===== config.mk =====
export PLATFORM = sky130hd
export DESIGN_NAME = crc_stream_append
export DESIGN_NICKNAME = d
export VERILOG_FILES = /design/src/rtl/crc_pkg.sv /design/src/rtl/crc_byte_step.sv /design/src/rtl/crc_stream_append.sv
export SDC_FILE = /design/constraint.sdc
export NUM_CORES = 1
export LEC_CHECK = 0
export BUFFER_PORTS_ARGS = -buffer_cell sky130_fd_sc_hd__buf_2
export CAP_MARGIN = 10
export CORE_MARGIN = 4
export CORE_UTILIZATION = 45
export CTS_BUF_LIST = sky130_fd_sc_hd__clkbuf_8
export CTS_CLUSTER_SIZE = 20
export DETAILED_ROUTE_END_ITERATION = 8
export PLACE_DENSITY = 0.67
export SETUP_SLACK_MARGIN = 0.3
export SLEW_MARGIN = 20
export SYNTH_ARGS = -nofsm -noshare
export SYNTH_HDL_FRONTEND = slang
export SYNTH_HIERARCHICAL = 1
export SYNTH_SLANG_ARGS = --single-unit

===== constraint.sdc =====
create_clock -name clk -period 5.82 [get_ports clk]
set_input_delay 1.746 -clock clk [delete_from_list [all_inputs] [get_ports clk]]
set_output_delay 1.746 -clock clk [all_outputs]
set_load 0.01 [all_outputs]

===== src/rtl/crc_pkg.sv =====
// Shared types and bit-level CRC helpers
// for the byte-stream CRC engine.
package crc_pkg;

  typedef enum logic [1:0] {
    IDLE,
    DATA,
    APPEND
  } state_t;

  // Reverse the low w bits of v.
  function automatic logic [31:0] bit_reverse(
    input logic [31:0] v,
    input int          w
  );
    logic [31:0] r;
    logic [31:0] t;
    r = '0;
    for (int i = 0; i < 32; i++) begin
      if (i < w) begin
        t = v >> (w - 1 - i);
        r = r | ({31'b0, t[0]} << i);
      end
    end
    return r;
  endfunction

  // Advance a w-bit CRC register by one byte.
  // reflect=1 shifts right and consumes the
  // byte LSB first against the mirrored poly.
  function automatic logic [31:0] crc_step8(
    input logic [31:0] crc,
    input logic [7:0]  b,
    input logic [31:0] poly,
    input logic        reflect,
    input int          w
  );
    logic [31:0] mask;
    logic [31:0] rp;
    logic [31:0] c;
    logic [31:0] top;
    logic [7:0]  bs;
    logic        fb;
    mask = (w >= 32) ? '1 : ((32'd1 << w) - 32'd1);
    rp   = bit_reverse(poly, w);
    c    = crc & mask;
    for (int i = 0; i < 8; i++) begin
      if (reflect) begin
        bs = b >> i;
        fb = c[0] ^ bs[0];
        c  = c >> 1;
        if (fb) c = c ^ rp;
      end else begin
        bs  = b << i;
        top = c >> (w - 1);
        fb  = top[0] ^ bs[7];
        c   = (c << 1) & mask;
        if (fb) c = c ^ (poly & mask);
      end
    end
    return c;
  endfunction

endpackage


===== src/rtl/crc_byte_step.sv =====
// One-byte combinational CRC update,
// fully unrolled over the eight bit steps.
module crc_byte_step
  import crc_pkg::*;
#(
  parameter int             CRC_W   = 16,
  parameter logic [CRC_W-1:0] POLY  = 'h8005,
  parameter bit             REFLECT = 1'b0
) (
  input  logic [CRC_W-1:0] crc,
  input  logic [7:0]       data,
  output logic [CRC_W-1:0] nxt
);

  // Register value after absorbing data.
  assign nxt = CRC_W'(crc_step8(32'(crc), data,
                 32'(POLY), REFLECT, CRC_W));

endmodule


===== src/rtl/crc_stream_append.sv =====
// Byte-stream CRC: append a trailer to a frame
// or check a frame that already carries one.
module crc_stream_append
  import crc_pkg::*;
#(
  parameter int               CRC_W         = 16,
  parameter logic [CRC_W-1:0] POLY          = 'h8005,
  parameter logic [CRC_W-1:0] INIT          = '0,
  parameter logic [CRC_W-1:0] XOR_OUT       = '0,
  parameter bit               REFLECT       = 1'b0,
  parameter logic [CRC_W-1:0] CHECK_RESIDUE = '0
) (
  input  logic             clk,
  input  logic             rst_n,
  input  logic             mode,
  input  logic             s_valid,
  output logic             s_ready,
  input  logic [7:0]       s_data,
  input  logic             s_last,
  output logic             m_valid,
  input  logic             m_ready,
  output logic [7:0]       m_data,
  output logic             m_last,
  output logic             stat_valid,
  output logic             stat_ok,
  output logic             stat_short,
  output logic [CRC_W-1:0] crc_value
);

  localparam int NB = CRC_W / 8;

  state_t           state;
  logic [CRC_W-1:0] crc_q;
  logic [CRC_W-1:0] crc_prior;
  logic [CRC_W-1:0] crc_nxt;
  logic [CRC_W-1:0] crc_fin;
  logic [CRC_W-1:0] crc_out;
  logic [CRC_W-1:0] pend_crc;
  logic [7:0]       cnt;
  logic [7:0]       cnt_nxt;
  logic [1:0]       idx;
  logic [1:0]       sel;
  logic             mode_q;
  logic             cur_mode;
  logic             first;
  logic             load;
  logic             acc;
  logic             is_short;
  logic             pend_ok;
  logic             pend_short;

  assign load      = !m_valid || m_ready;
  assign s_ready   = (state != APPEND) && load;
  assign acc       = s_valid && s_ready;
  assign first     = (state == IDLE);
  assign cur_mode  = first ? mode : mode_q;
  assign crc_prior = first ? INIT : crc_q;
  assign crc_fin   = crc_nxt ^ XOR_OUT;
  assign cnt_nxt   = first ? 8'd1 :
                     (cnt == 8'hFF) ? cnt : cnt + 8'd1;
  assign is_short  = cur_mode && (cnt_nxt <= 8'(NB));
  assign sel       = REFLECT ? 2'(NB - 1) - idx : idx;

  crc_byte_step #(
    .CRC_W  (CRC_W),
    .POLY   (POLY),
    .REFLECT(REFLECT)
  ) u_step (
    .crc (crc_prior),
    .data(s_data),
    .nxt (crc_nxt)
  );

  // Frame FSM, output register and status.
  always_ff @(posedge clk or negedge rst_n) begin
    if (!rst_n) begin
      state      <= IDLE;
      crc_q      <= INIT;
      crc_out    <= '0;
      pend_crc   <= '0;
      pend_ok    <= 1'b0;
      pend_short <= 1'b0;
      cnt        <= '0;
      idx        <= '0;
      mode_q     <= 1'b0;
      m_valid    <= 1'b0;
      m_data     <= '0;
      m_last     <= 1'b0;
      stat_valid <= 1'b0;
      stat_ok    <= 1'b0;
      stat_short <= 1'b0;
      crc_value  <= '0;
    end else begin
      stat_valid <= 1'b0;
      if (m_valid && m_ready && m_last) begin
        stat_valid <= 1'b1;
        stat_ok    <= pend_ok;
        stat_short <= pend_short;
        crc_value  <= pend_crc;
      end
      if (m_ready) m_valid <= 1'b0;
      unique case (state)
        IDLE, DATA: begin
          if (acc) begin
            m_valid <= 1'b1;
            m_data  <= s_data;
            cnt     <= cnt_nxt;
            if (first) mode_q <= mode;
            if (!s_last) begin
              m_last <= 1'b0;
              crc_q  <= crc_nxt;
              state  <= DATA;
            end else begin
              crc_q      <= INIT;
              cnt        <= '0;
              pend_short <= is_short;
              if (cur_mode) begin
                m_last   <= 1'b1;
                pend_crc <= crc_nxt;
                pend_ok  <= !is_short &&
                            (crc_nxt == CHECK_RESIDUE);
                state    <= IDLE;
              end else begin
                m_last   <= 1'b0;
                pend_crc <= crc_fin;
                pend_ok  <= 1'b1;
                crc_out  <= crc_fin;
                idx      <= 2'(NB - 1);
                state    <= APPEND;
              end
            end
          end
        end
        APPEND: begin
          if (load) begin
            m_valid <= 1'b1;
            m_data  <= 8'(crc_out >> {sel, 3'b000});
            m_last  <= (idx == 2'd0);
            if (idx == 2'd0) state <= IDLE;
            else idx <= idx - 2'd1;
          end
        end
        default: state <= IDLE;
      endcase
    end
  end

endmodule


-- Word level (Yosys, flattened, before mapping)
Cells that the tools add are included.
- add/subtract/negate cells: 2
- order comparisons: 1
- equal/unequal tests: 10
- shift-type cells: 1
- muxes and demuxes: 40
- bitwise operators: 17
- reductions and logical operators: 20
- operator list (operator ; number):
    16-bit two-way mux ; 10
    8-bit two-way mux ; 5
    3-bit NOT ; 8
    2-bit two-way mux ; 10
    16-bit zero test ; 1
    8-bit one-hot mux with 2 select lines ; 1
    16-bit by 5-bit >> shifter with 8-bit output ; 1
    2-bit != test, second input constant ; 7
    1-bit two-way mux ; 10
    3-bit AND reduction ; 3
    8-bit by 1-bit adder with 8-bit output, second input constant ; 1
    8-bit equality test, second input constant ; 1
    8-bit by 2-bit less-or-equal comparator with 1-bit output, second input constant ; 1
    2-bit one-hot mux with 2 select lines ; 2
    1-bit bitwise XOR ; 8
    1-bit logical AND ; 6
    6-bit AND reduction ; 1
    2-bit zero test ; 2
    1-bit one-hot mux with 2 select lines ; 2
    4-bit AND reduction ; 1
    2-bit by 1-bit equality test with 1-bit output, second input constant ; 1
    2-bit equality test, second input constant ; 1
    1-bit zero test ; 2
    2-bit AND reduction ; 1
    5 further kinds ; 5
- register bits: 92
- input port bits: 14
- output and inout port bits: 30

-- Longest topological paths before layout
Gate-level depths: netlist (run 1).
- depth in word-level cells: 21
- depth in mapped cells: 12

-- Cells and area by module
The synthesis (run 1) kept the hierarchy.
- modules (own cells, without submodules) (module ; times used ; cells an instance ; area an instance (sq um) ; seq. area each (sq um)):
    crc_stream_append ; 1 ; 374 ; 4242.8 ; 2302.2
    crc_byte_step ; 1 ; 26 ; 284.0 ; 0.0

-- Worst setup path before layout (run 1)
No wires, ideal clock.
- path kind: input port to output port
- start: in m_ready
- end: out s_ready
- data arrival time: 2.194 ns
- data required time: 4.074 ns
- setup slack: 1.880 ns
- stages: 3
- cell sequence: nand2b_1 > buf_4 > and2_1
- longest elaborated chain between the ends: 2
- ends and longest elaborated chain (what ; RTL line ; RTL):
    start, declared ; crc_stream_append.sv:21 ; input logic m_ready,
    1-bit logical OR ; crc_stream_append.sv:52 ; assign load = !m_valid || m_ready;
    1-bit logical AND ; crc_stream_append.sv:53 ; assign s_ready = (state != APPEND) && load;
    end, declared ; crc_stream_append.sv:17 ; output logic s_ready,
No other way between the ends.

-- Worst setup path after layout (run 1)
Same ends and word-level chain as after synthesis.

==> impl_metrics.json, run 1 <==
{
  "outcome": "finished clean",
  "total_power_w": 0.00265,
  "hp-class": "reg2reg",
  "synth_cell_types": 54,
  "ant_nets": 0,
  "rsz0062_at_grt": "false",
  "required_ns": 4.07,
  "grt_pass1_wl_um": 16300,
  "routabilityCongestion": 0.872,
  "ff2ff_path_depth": 10,
  "synthCells": 400,
  "grt_overflow_total": 0,
  "synth_flop_cell": "dfrtp_1",
  "max-slew-margin-rel_pct": 35.0,
  "worst_slew_pin_slew_ns": 0.973,
  "fin_crit_sh_pct": 72.3,
  "end_kind": "output pin",
  "io_pins": 44,
  "maxCapViolations": 0,
  "grt_pass1_vias": 3029,
  "ir_drop_v": 0.000169,
  "coreArea_sq_mm": 0.00977,
  "setup-violations-final": 0,
  "drcViolationCount": 0,
  "antenna_cells": 0,
  "slew_violations": 0,
  "seq_area_frac_synth_pct": 50.9,
  "cts.sinks": 92,
  "drt_iter0_drc": 208,
  "leakagePower_nw": 2.33,
  "cts.clk_slew.worst_paths_ns": 0.08,
  "hold_start": "crc_q[1]",
  "cts_hold_buf": 0,
  "reg2reg_slack_ns": 2.42,
  "antenna_found_initial": 0,
  "synth.avg_cell_area_sq_um": 11.3,
  "syn_to_final_growth_pct": 10.5,
  "place_ws_ns": 1.53,
  "h-tree-depth": 3,
  "post-route-util_pct": 51.2,
  "rr_endpoint": "pend_ok",
  "cts_tree": "built",
  "syn_nets": 416,
  "fmax_mhz": 238,
  "endpoint": "s_ready",
  "cts_max_path_buffers": 2,
  "drtPass1Iterations": 5,
  "synth_area_sq_mm": 0.00453,
  "whs_path_depth": 2,
  "cts_buffers": 9,
  "track_usage_pct": 18.1,
  "cts_resized": 0,
  "setup_ws_ns": 1.61,
  "tns_ns": 0,
  "critPathKind": "in2out",
  "cts_setup_buffers": 0,
  "drt-total-wl_um": 9830,
  "start_util_pct": 46.3,
  "num_rows": 36,
  "synth_edf_count": 0,
  "grt_start_max_net_pins": 51,
  "drive_gt1_share_pct": 30.9,
  "die_h_um": 108,
  "nets": 444,
  "vias": 3029,
  "powerDensity_mw_per_mm2": 529,
  "dieArea_sq_mm": 0.0117,
  "avgRoutedWirePerCell_um": 17.4,
  "critPathArrivalTime_ns": 2.46,
  "period_needed_ns": 4.21,
  "worst-path-max-fanout": 8,
  "port_buffers": 43,
  "clk_latency_ns": 0.36,
  "reg2reg_from": "state[1]",
  "critPathLaunch": "m_ready",
  "ys_warn_count": 6,
  "yosys_register_bits": 92,
  "hold_viol": 0,
  "critPathLaunchType": "input port",
  "clock_skew_ns": 0.00922,
  "dp_hpwl_um": 6700,
  "clockRootBuffer": "clkbuf_8",
  "async_flop_share_pct": 100,
  "holdWs_ns": 0.462,
  "die_w_um": 108,
  "viasPerCell": 5.35
}
-- final cells by class --
type	instances	area [sq um]
multi-input combinational	273	2050
inverter	6	22.5
tap	133	166
clock buffer	10	138
timing repair buffer	46	240
fill	876	4770
sequential	92	2300
clock inverter	6	80.1
-- through the flow --
step	instance area (sq um)	std cells
finish	5000	566
global route	5000	566
CTS	5000	566
detailed placement	4780	550
global placement	4780	550
floorplan	4530	400
-- where the power goes --
part           internal [W]  switching (W)  total, W
clock network      0.000250       0.000219  0.000469
logic              0.000510       0.000586   0.00110
registers          0.000906       0.000175   0.00108
total               0.00167       0.000980   0.00265
-- cells in the final DEF (no fill, tap or decap), types with 2 or more instances in the layout --
| cell type | instances |
|---|---|
| dfrtp_1 | 92 |
| mux2_2 | 51 |
| nand2_1 | 47 |
| buf_2 | 42 |
| o21ai_0 | 22 |
| and2_1 | 18 |
| nand3b_1 | 16 |
| nor2_1 | 13 |
| a21oi_1 | 12 |
| xnor2_1 | 11 |
| clkbuf_8 | 10 |
| a22oi_1 | 9 |
| inv_1 | 8 |
| mux2_4 | 8 |
| nand3_1 | 7 |
| nand4_1 | 5 |
| xor2_1 | 5 |
| nand2b_1 | 4 |
| nor4_1 | 4 |
| buf_4 | 4 |
| a31oi_1 | 3 |
| or2_2 | 3 |
| nor2b_1 | 2 |
| a22o_1 | 2 |
| nor3_1 | 2 |
| and3_1 | 2 |
| ha_1 | 2 |
| bufinv_16 | 2 |
-- synth_stat cells (2+ instances only) --
library cell,number,share of area [%]
nand4_1,5,0.69
a22oi_1,9,1.5
ha_1,2,0.55
mux2_2,51,13
nand3_1,7,0.77
nor3_1,2,0.22
nor2_1,13,1.1
nor2b_1,2,0.28
xnor2_1,11,2.1
buf_2,4,0.44
dfrtp_1,92,51
buf_4,8,1.3
a22o_1,2,0.39
and2_1,18,2.5
xor2_1,5,0.97
a31oi_1,3,0.41
nand2_1,47,3.9
or2_2,3,0.41
and3_1,2,0.28
clkbuf_2,2,0.22
nand2b_1,4,0.55
o21ai_0,22,2.4
mux2_4,8,2.7
a21oi_1,12,1.3
clkbuf_1,14,1.2
inv_1,6,0.50
nor4_1,4,0.55
nand3b_1,16,2.7
-- kinds of logic after synthesis --
group | synth area share (%)
compound gates | 8.79
xor+xnor | 5.45
fa+ha+maj | 0.553
buf+inv | 3.90
flops | 50.9
mux | 15.3
simple gates | 15.1
-- metal layers --
metal	global-route usage (%)	vias up	routed length (um)
met4	5.14	0	134
met1	25.1	1495	4550
met5	0	-	0
li1	-	1449	-
met2	29.0	75	4720
met3	3.70	10	432
-- worst min path at each step --
stage                     endpoint  slack, ns
after CTS                 crc_q[3]       0.47
after floorplan           crc_q[0]       0.43
after global routing      crc_q[2]       0.48
final                     crc_q[1]       0.46
after global placement    crc_q[5]       0.44
after detailed placement  crc_q[3]       0.45
-- worst max-delay path: stages --
cell and delay, ns:
buf_2 0.10, nand2b_1 0.25, and2_1 0.23, buf_2 0.14
-- state kept, by name, indices dropped and copies added, names as in the netlist --
name and cells:
cnt 8, crc_out 16, crc_q 16, crc_value 16
idx 2, m_data 8, m_last 1, m_valid 1
mode_q 1, pend_crc 16, pend_ok 1, pend_short 1
stat_ok 1, stat_short 1, stat_valid 1, state 2
(Power assumes the default switching activity.)
==> run 2: changes to the inputs <==
==> constraint.sdc (replaced) <==
create_clock -name clk -period 3.9 [get_ports clk]
set_input_delay 1.17 -clock clk [delete_from_list [all_inputs] [get_ports clk]]
set_output_delay 1.17 -clock clk [all_outputs]
set_load 0.01 [all_outputs]
==> run 2 against run 1 <==
First-iteration DRC count shrank 11%. Largest power group unchanged. Cell area grew 1.6%. Wire length shrank 1.9%. Non-clock buffer count grew 7. Sequential cell count is the same. Critical path depth grew 6. Sequential power grew 49%.
==> impl_metrics.json, run 2 (same netlist as run 1, synthesis figures left out) <==
{
  "clk_latency_ns": 0.37,
  "drt_iter0_drc": 185,
  "syn_to_final_growth_pct": 12.2,
  "avgRoutedWirePerCell_um": 16.8,
  "outcome": "finished clean",
  "grt_pass1_wl_um": 16100,
  "drtPass1Iterations": 4,
  "die_h_um": 108,
  "place_ws_ns": 0.557,
  "worst_slew_pin_slew_ns": 0.965,
  "viasPerCell": 5.27,
  "grt_most_used_layer": "met2",
  "worst-path-max-fanout": 24,
  "num_rows": 36,
  "cts_hold_buf": 0,
  "hold_viol": 0,
  "whs_path_depth": 2,
  "gr-usage-met3_pct": 3.58,
  "rr_endpoint": "pend_ok",
  "port_buffers": 43,
  "grt_pass1_vias": 3030,
  "layout_commonest_cell": "dfrtp_1",
  "nets": 451,
  "worstPathCellList": "or2_4 -> and2_1 -> xnor2_4 -> xor2_2 -> xnor3_2 -> xnor2_1 -> nor4_1 -> nand4_1 -> or2_2 -> o21ai_0",
  "grtUsageMet1_pct": 24.9,
  "reg2reg_slack_ns": 0.73,
  "setup_ws_ns": 0.725,
  "ant_nets": 0,
  "cts.sinks": 92,
  "drt-total-wl_um": 9650,
  "grt_start_max_net_pins": 60,
  "start_util_pct": 46.3,
  "fill_cells": 887,
  "powerDensity_mw_per_mm2": 799,
  "cts_max_path_buffers": 2,
  "hp-class": "reg2reg",
  "multi_input_area_sq_mm": 0.00205,
  "critPathArrivalTime_ns": 3.47,
  "critPathKind": "reg2reg",
  "ff2ff_path_depth": 10,
  "end_kind": "register",
  "hold_start": "crc_q[15]",
  "ir_drop_v": 0.000301,
  "h-tree-depth": 3,
  "period_needed_ns": 3.17,
  "cts_resized": 0,
  "fmax_mhz": 315,
  "drcViolationCount": 0,
  "maxCapViolations": 0,
  "use_met2_pct": 27.9,
  "cts_buffers": 9,
  "critPathLaunchType": "register",
  "routabilityCongestion": 0.855,
  "drive_gt1_share_pct": 32.3,
  "cts.clk_slew.worst_paths_ns": 0.09,
  "grt_overflow_total": 0,
  "io_pins": 44,
  "dieArea_sq_mm": 0.0117,
  "cpPeakStageDelay_ns": 0.48,
  "mostFrequentLayoutCells": "dfrtp_1, mux2_2, nand2_1",
  "track_usage_pct": 17.9,
  "clockRootBuffer": "clkbuf_8",
  "reg2reg_from": "state[1]",
  "slew_violations": 0,
  "leakagePower_nw": 2.37,
  "required_ns": 4.20,
  "fin_crit_sh_pct": 81.4,
  "vias": 3018,
  "rsz0062_at_grt": "false",
  "clock_skew_ns": 0.0118,
  "cts_tree": "built",
  "antenna_cells": 0,
  "dp_hpwl_um": 6600,
  "min_to": "crc_q[15]",
  "regArea_sq_mm": 0.00230,
  "coreArea_sq_mm": 0.00977,
  "setup-violations-final": 0,
  "antenna_found_initial": 1,
  "tns_ns": 0,
  "cts_setup_buffers": 0,
  "die_w_um": 108,
  "max-slew-margin-rel_pct": 35.5,
  "slowest_stage": "dfrtp_1"
}
run 2: final cells by class:
class | instances | share of cell area, %
sequential | 92 | 45.3
multi-input combinational | 273 | 40.3
timing repair buffer | 53 | 5.76
tap | 133 | 3.28
clock buffer | 10 | 2.71
clock inverter | 6 | 2.19
inverter | 6 | 0.443
run 2: report_power, final:
group          total [W]  internal [W]  switching, W  leakage (nW)
Sequential       0.00161       0.00135      0.000258          1.17
Combinational    0.00166      0.000788      0.000874          1.08
Clock           0.000789      0.000443      0.000346         0.122
run 2: worst max-delay path by stage:
stage / startpoint / endpoint / slack, ns / depth (start not counted)
after floorplan: s_data[4] / pend_ok / 0.77 / 8
after global placement: s_data[2] / pend_ok / 0.60 / 9
after detailed placement: s_data[2] / pend_ok / 0.56 / 9
after CTS: state[1] / pend_ok / 0.71 / 10
after global routing: state[1] / pend_ok / 0.52 / 10
final: state[1] / pend_ok / 0.73 / 10
run 2: critical path, delay by kind of cell, from the launching register on:
family | cells | cell delay, ns
and+or+nand+nor | 5 | 1.32
xor gates and xnor gates | 4 | 1.16
DFF | 1 | 0.48
AOI/OAI and AO/OA | 1 | 0.13
run 2: metrics by stage:
step           cells  power, W  cell area (sq um)  utilization (%)  hold WS, ns
6_report         573   0.00406               5080             52.0        0.464
5_1_grt          573   0.00435               5080             52.0        0.489
4_1_cts          573   0.00410               5080             52.0        0.468
3_5_place_dp     557   0.00330               4830             49.4        0.448
3_3_place_gp     557   0.00325               4830             49.4        0.441
2_1_floorplan    400   0.00280               4530                -        0.430
run 2: layer usage:
layer | share of wire [%] | up-vias
met5 | 0.12 | -
met4 | 1.6 | 2
met3 | 3.9 | 12
met2 | 47 | 59
met1 | 48 | 1489
li1 | - | 1456
==> run 3: changes to the inputs <==
--- a/config.mk
+++ b/config.mk
@@ -5,6 +5,7 @@
 export SDC_FILE = /design/constraint.sdc
 export NUM_CORES = 1
 export LEC_CHECK = 0
+export ABC_AREA = 1
 export BUFFER_PORTS_ARGS = -buffer_cell sky130_fd_sc_hd__buf_2
 export CAP_MARGIN = 10
 export CORE_MARGIN = 4
==> constraint.sdc (replaced) <==
create_clock -name clk -period 3 [get_ports clk]
set_input_delay 0.9 -clock clk [delete_from_list [all_inputs] [get_ports clk]]
set_output_delay 0.9 -clock clk [all_outputs]
set_load 0.01 [all_outputs]
==> run 3 against run 2 <==
Worst hold slack better by 0.021 ns. Largest power group unchanged. Clock skew about the same. First-iteration DRC count up 29%. Highest routed layer is now met4. Via count up 27%. Clock-buffer cell count unchanged. Final cell count up 29%. Critical path depth up 10. Critical path type unchanged. Synthesized area up 3.6%.
==> impl_metrics.json, run 3 <==
{
  "grt_overflow_total": 0,
  "crit_cells": 20,
  "fin_area_sq_mm": 0.00551,
  "nets": 615,
  "worst-path-max-fanout": 7,
  "viasPerCell": 5.20,
  "synth_top_family_by_area": "simple AND/OR/NAND/NOR gates",
  "drcViolationCount": 0,
  "dp.cells": 708,
  "drt-total-wl_um": 11400,
  "drt_iter0_drc": 238,
  "layout_commonest_cell": "nand2_1",
  "critPathLaunchType": "register",
  "ys_warn_count": 6,
  "dieArea_sq_mm": 0.0121,
  "synthCells": 544,
  "endpoint": "pend_ok",
  "yosys_register_bits": 92,
  "slew_violations": 0,
  "place_area_sq_mm": 0.00503,
  "powerDensity_mw_per_mm2": 1010,
  "end_kind": "register",
  "synth_top_cell_by_area": "dfrtp_1",
  "critPathTopFamily": "simple AND/OR/NAND/NOR gates",
  "cts_max_path_buffers": 2,
  "maxCapViolations": 0,
  "dp_hpwl_um": 7900,
  "io_pins": 44,
  "grt_pass1_vias": 3788,
  "coreArea_sq_mm": 0.00995,
  "syn_nets": 560,
  "synth_flop_cell": "dfrtp_1",
  "async_flop_share_pct": 100,
  "final_cell_count_no_fill": 737,
  "die_w_um": 110,
  "port_buffers": 43,
  "setup-violations-final": 0,
  "hp-class": "reg2reg",
  "worst_slew_pin_slew_ns": 0.704,
  "clock_skew_ns": 0.0117,
  "drtPass1Iterations": 7,
  "reg2reg_slack_ns": 0.24,
  "cp.buffers_inverters": 5,
  "synth.avg_cell_area_sq_um": 8.62,
  "mostFrequentLayoutCells": "nand2_1, dfrtp_1, inv_1",
  "clk_latency_ns": 0.36,
  "leakagePower_nw": 2.78,
  "drive_gt1_share_pct": 26.2,
  "hold_viol": 0,
  "grt_pass1_wl_um": 18400,
  "seq_area_frac_synth_pct": 49.1,
  "total_power_w": 0.00557,
  "worstPathCellList": "nor2_4 -> buf_12 -> nor2_2 -> xor2_2 -> buf_4 -> nand3_4 -> nand2_4 -> nand2_4 -> nand3_4 -> nand2_4 -> nand2_4 -> nand3_4 -> nand2_4 -> buf_4 -> inv_2 -> inv_1 -> nand4_1 -> nor4_1 -> nand2_1 -> a21oi_2",
  "synth_adder_area_share_pct": 0.534,
  "antenna_cells": 0,
  "ys_top_cells_by_area": "dfrtp_1, nand2_1, inv_1",
  "rr_endpoint": "pend_ok",
  "antenna_found_initial": 0,
  "required_ns": 3.29,
  "grt_start_max_net_pins": 46,
  "synth-xor-area-share_pct": 4.54,
  "slowest_stage": "dfrtp_2",
  "outcome": "finished clean",
  "synth_mux_area_share_pct": 1.71,
  "synth-simple-area-share_pct": 20.3,
  "critPathLaunch": "state[1]",
  "synth_top_area_share_pct": 49.1,
  "start_util_pct": 47.1,
  "cts.clk_slew.worst_paths_ns": 0.10,
  "ir_drop_v": 0.000477,
  "avgRoutedWirePerCell_um": 15.5,
  "holdWs_ns": 0.485,
  "clockRootBuffer": "clkbuf_8",
  "num_rows": 36,
  "fmax_mhz": 363,
  "critPathKind": "reg2reg",
  "track_usage_pct": 19.6,
  "cts_hold_buf": 0,
  "synth_area_sq_mm": 0.00469,
  "fin_crit_sh_pct": 91.9,
  "vias": 3831,
  "crit_top_cell": "nand2_4",
  "tns_ns": 0,
  "critPathArrivalTime_ns": 3.05,
  "synth_cell_types": 34,
  "cts_tree": "built",
  "reg2reg_from": "state[1]",
  "ant_nets": 0,
  "h-tree-depth": 3,
  "die_h_um": 110,
  "ff2ff_path_depth": 20,
  "max-slew-margin-rel_pct": 52.8,
  "synth_edf_count": 0,
  "routabilityCongestion": 0.890,
  "synth_compound_area_share_pct": 13.5,
  "syn_to_final_growth_pct": 17.6,
  "post-synth-top-count-cell": "nand2_1",
  "rsz0062_at_grt": "true",
  "cpPeakStageDelay_ns": 0.43,
  "period_needed_ns": 2.76,
  "fill_cells": 905,
  "netlist_top_cells_count": "nand2_1, dfrtp_1, inv_1, nor2_1, o21ai_0",
  "cts_buffers": 9,
  "cts.sinks": 92
}
## run 3: cell types whose count changed after synthesis, sizes merged, moves of 19 or more
cell,change
mux2,-59
inv,+88
o22ai,+24
nor2,+34
o21ai,+36
nand2,+72
nand3,+23
and2,-19
## run 3: layout make-up
class	instances	area, sq um	share of cell area [%]
clock buffers	10	138	2.50
clock inverters	6	72.6	1.32
inverters	94	353	6.40
multi-input cells	335	2060	37.3
flip-flops and latches	92	2300	41.8
well taps	133	166	3.02
repair buffers	67	422	7.65
## run 3: how the worst min path moves through the flow
| stage | from | end | slack, ns | depth (start not counted) |
|---|---|---|---|---|
| floorplan | pend_short | stat_short | 0.44 | 2 |
| global placement | crc_value[1] | crc_value[1] | 0.46 | 2 |
| detailed placement | stat_short | stat_short | 0.46 | 2 |
| CTS | stat_short | stat_short | 0.49 | 2 |
| global route | crc_value[5] | crc_value[5] | 0.51 | 2 |
| finish | stat_short | stat_short | 0.48 | 2 |
## run 3: through the flow
| stage | setup WS (ns) | util, % |
|---|---|---|
| 6_report | 0.243 | 55.4 |
| 3_3_place_gp | 0.122 | 50.5 |
| 5_1_grt | 0.0799 | 55.4 |
| 4_1_cts | 0.306 | 54.0 |
| 3_5_place_dp | 0.00402 | 50.5 |
| 2_1_floorplan | 0.351 | - |
## run 3: what timing repair did
action | CTS | global route
pin swaps | 11 | 20
endpoints found under the setup margin | 1 | 6
setup buffers | 8 | 5
gates resized for setup | 13 | 27
## run 3: kinds of logic after synthesis
family | count (synthesis)
simple gates | 205
buf+inv | 117
flops | 92
mux | 8
xor+xnor | 14
fa+ha+maj | 2
compound gates | 106
## run 3: worst reg2reg max path: stages (launching register included)
cell	delay [ns]
dfrtp_2	0.43
nor2_4	0.12
buf_12	0.14
nor2_2	0.05
xor2_2	0.18
buf_4	0.15
nand3_4	0.09
nand2_4	0.14
nand2_4	0.09
nand3_4	0.13
nand2_4	0.10
nand2_4	0.07
nand3_4	0.09
nand2_4	0.11
buf_4	0.12
inv_2	0.04
inv_1	0.14
nand4_1	0.12
nor4_1	0.17
nand2_1	0.10
a21oi_2	0.13
## run 3: report_power, final
part	internal [W]	switching, W
Combinational	0.00101	0.00170
Sequential	0.00174	0.000232
Clock	0.000417	0.000467
Total	0.00317	0.00240
## run 3: layer usage
metal / GRT usage [%] / vias up / share of wire [%]
met2: 32.1 / 124 / 47
met3: 3.03 / 38 / 4.9
met5: 0 / - / 0
met1: 26.1 / 1835 / 45
li1: - / 1834 / -
met4: 8.01 / 0 / 2.9
